`src/rtl/inc_seq_checker_sat_counter.sv`:
```
// Saturating up-counter with synchronous clear; clear has priority over
// increment, and the count sticks at all-ones instead of wrapping.
module inc_seq_checker_sat_counter #(
  parameter int W = 16
) (
  input  logic         clk_i,
  input  logic         rst_i,
  input  logic         inc_i,
  input  logic         clr_i,
  output logic [W-1:0] count_o
);

  logic [W-1:0] cnt_q;
  logic [W-1:0] cnt_d;

  always_comb begin
    cnt_d = cnt_q;
    if (clr_i) begin
      cnt_d = '0;
    end else if (inc_i && (cnt_q != {W{1'b1}})) begin
      cnt_d = cnt_q + W'(1);
    end
  end

  always_ff @(posedge clk_i) begin
    if (rst_i) begin
      cnt_q <= '0;
    end else begin
      cnt_q <= cnt_d;
    end
  end

  assign count_o = cnt_q;

endmodule

```
`config.mk`:
```
export PLATFORM = sky130hd
export DESIGN_NAME = inc_seq_checker_sat_counter
export DESIGN_NICKNAME = d
export VERILOG_FILES = /design/src/rtl/inc_seq_checker_sat_counter.sv
export SDC_FILE = /design/constraint.sdc
export NUM_CORES = 1
export LEC_CHECK = 0
export BUFFER_PORTS_ARGS = -buffer_cell sky130_fd_sc_hd__buf_2
export CORE_ASPECT_RATIO = 1.2
export CORE_UTILIZATION = 45
export CTS_CLUSTER_SIZE = 10
export DETAILED_ROUTE_END_ITERATION = 8
export PLACE_DENSITY = 0.72
export REMOVE_ABC_BUFFERS = 1
export SYNTH_ARGS = -nofsm -noshare
export SYNTH_HDL_FRONTEND = slang
export SYNTH_SLANG_ARGS = --single-unit
```
`constraint.sdc`:
```
create_clock -name clk_i -period 1.3 [get_ports clk_i]
set_input_delay 0.26 -clock clk_i [delete_from_list [all_inputs] [get_ports clk_i]]
set_output_delay 0.26 -clock clk_i [all_outputs]
set_load 0.1 [all_outputs]
```
==> metrics.yaml <==
status: "finished, violations left"
layout_commonest_cell: "buf_4"
drt-total-wl_um: 3230
dp_hpwl_um: 1970
largest_reg_flops: 16
max-cap-violations: 0
design.core.area_mm2: 0.00187
cp_top_family: "simple AND/OR/NAND/NOR gates"
crit_chain: "ha_4, and4_4, nand3_1, or3_4, a21oi_2"
skew_ns: 0.00388
cts_buffer_depth: 2
required_ns: 1.53
slew_headroom_pct: 77.7
num_rows: 17
grt_pass1_wl_um: 5110
slowest_delay_ns: 0.39
avgSynthCellArea_um2: 8.99
hp-class: "in -> reg"
cts-buffers-inserted: 3
track_usage_pct: 30.5
wl_per_cell_um: 18.6
stdcell_area_mm2: 0.00162
synth_edf_count: 0
synthDistinctLibCells: 36
via_count: 1080
cts_root_buf: "clkbuf_4"
dieArea_mm2: 0.00222
crit_path_end_kind: "flip-flop"
critical_path_class: "reg -> reg"
fmax_mhz: 697
failed_checks: "negative setup slack"
cp_max_fo: 4
final_cell_mix: "buf_4 (34), buf_12 (16), nand2_1 (12)"
grt_pass1_vias: 1092
cts.sinks: 16
postCtsHoldBufs: 0
diodes: 0
port-buffer-count: 19
drc: 0
p_leak_nw: 0.656
syn2layout_area_growth_pct: 76.4
layout_worst_path_cycle_share_pct: 110
netlist_area_um2: 917
rsz0062_at_grt: "true"
ys_seq_elements: 16
ys_seq_area_share_pct: 34.9
cts_tree: "built"
path_buf_inv: 0
globalplace.congestion: 0.849
final_antenna_net_count: 0
cp-start-kind: "flip-flop"
ys_warn_count: 0
die_w_um: 43.2
grt-ovfl-total: 0
cp_data_arrival_time_ns: 1.67
grt_max_degree: 12
worst_slack_ns: -0.135
tightest_slew_ns: 0.334
drt-pass1-iter-count: 4
timing.final.crit_period_ns: 1.43
ios: 20
dpl_cell_area_mm2: 0.00148
hold_violations: 0
path_clk_slew_ns: 0.10
dr.first_iter.drc_count: 45
nNetsFinal: 161
start_util_pct: 49.0
whs_ns: 0.311
via_per_inst: 6.21
htreeDepth: 1
antenna_found_initial: 0
clock_latency_ns: 0.29
slew_viol_final: 0
syn_inst: 102
async_reset_ff_share_pct: 0
worst_path_max_delay_cell: "dfxtp_4"
powerDensity_mw_per_mm2: 568
ir_worst_vdd_mv: 0.572
setup_violations: 17
synth_ff_type: "dfxtp_1"
die_y_um: 51.5
drive_gt1_share_pct: 56.8
==> path summary, 6_finish.rpt <==
path | slack, ns | startpoint | to | cells after the start
setup / recovery | -0.13 | count_o[1]$_SDFFE_PP0P_ | count_o[10]$_SDFFE_PP0P_ | 5
hold / removal | 0.31 | rst_i | count_o[0]$_SDFFE_PP0P_ | 3
setup reg to reg | -0.13 | count_o[1]$_SDFFE_PP0P_ | count_o[10]$_SDFFE_PP0P_ | 5
hold reg to reg | 0.61 | count_o[2]$_SDFFE_PP0P_ | count_o[2]$_SDFFE_PP0P_ | 2
==> cells by family (layout without fill, tap and decap cells) <==
logic type / Yosys count / count (layout) / share of synthesized area, %
DFF: 16 / 16 / 34.9
buffers and inverters: 6 / 59 / 5.05
adders and majority gates: 1 / 1 / 1.36
muxes: 6 / 6 / 6.55
AOI/OAI and AO/OA: 27 / 27 / 20.6
and+or+nand+nor: 46 / 46 / 31.5
==> layout make-up <==
cell class	count	area (um2)
timing repair buffer	54	602
multi-input combinational	80	618
tap	19	23.8
sequential	16	334
fill	87	254
inverter	1	3.75
clock buffer	4	36.3
==> synthesized netlist by cell type (3+ instances only) <==
cell | n | area share (%)
nand3_1 | 5 | 2.7
dfxtp_1 | 16 | 35
o21ai_0 | 4 | 2.2
a31oi_1 | 4 | 2.7
nand4_1 | 3 | 2.0
or3_2 | 3 | 2.5
and3_1 | 3 | 2.0
a211oi_1 | 3 | 2.5
or3_1 | 4 | 2.7
nand2_1 | 13 | 5.3
a21oi_1 | 6 | 3.3
mux2i_1 | 6 | 6.5
==> per-stage QoR <==
stage	TNS (ns)	total power, mW	std cells	worst slack (ns)	utilization [%]
global placement	-0.563	0.581	168	-0.144	79.1
detailed placement	-1.04	0.584	168	-0.258	79.1
CTS	-0.347	0.917	173	-0.0810	84.6
floorplan	-12.68	0.541	97	-0.920	-
global route	-1.50	0.944	174	-0.181	86.4
finish	-0.683	0.919	174	-0.135	86.4
==> worst reg2reg max path, cell delays in order, from the launching register on <==
cell and delay [ns]:
dfxtp_4 0.39, ha_4 0.15, and4_4 0.23, nand3_1 0.12
or3_4 0.39, a21oi_2 0.11
==> what timing repair did <==
action                                  in CTS  in global routing
pin swaps                                    8                  1
endpoints found under the hold margin        0                  0
buffers inserted                             1                  1
resized for setup                           17                 10
endpoints found under the setup margin      15                 20
==> routing by layer <==
metal / routed length, um / up-vias / track usage, %
met5: 0 / - / 0
met4: 73 / 0 / 11.6
met3: 202 / 13 / 2.83
met2: 1720 / 64 / 57.5
met1: 1240 / 509 / 34.4
li1: - / 494 / -
==> power by group <==
| group | internal, mW | switching [mW] | total [mW] |
|---|---|---|---|
| sequential | 0.488 | 0.00284 | 0.491 |
| combinational | 0.0394 | 0.0481 | 0.0875 |
| clock | 0.171 | 0.170 | 0.340 |
| total | 0.698 | 0.221 | 0.919 |
(Power assumes the default switching activity.)
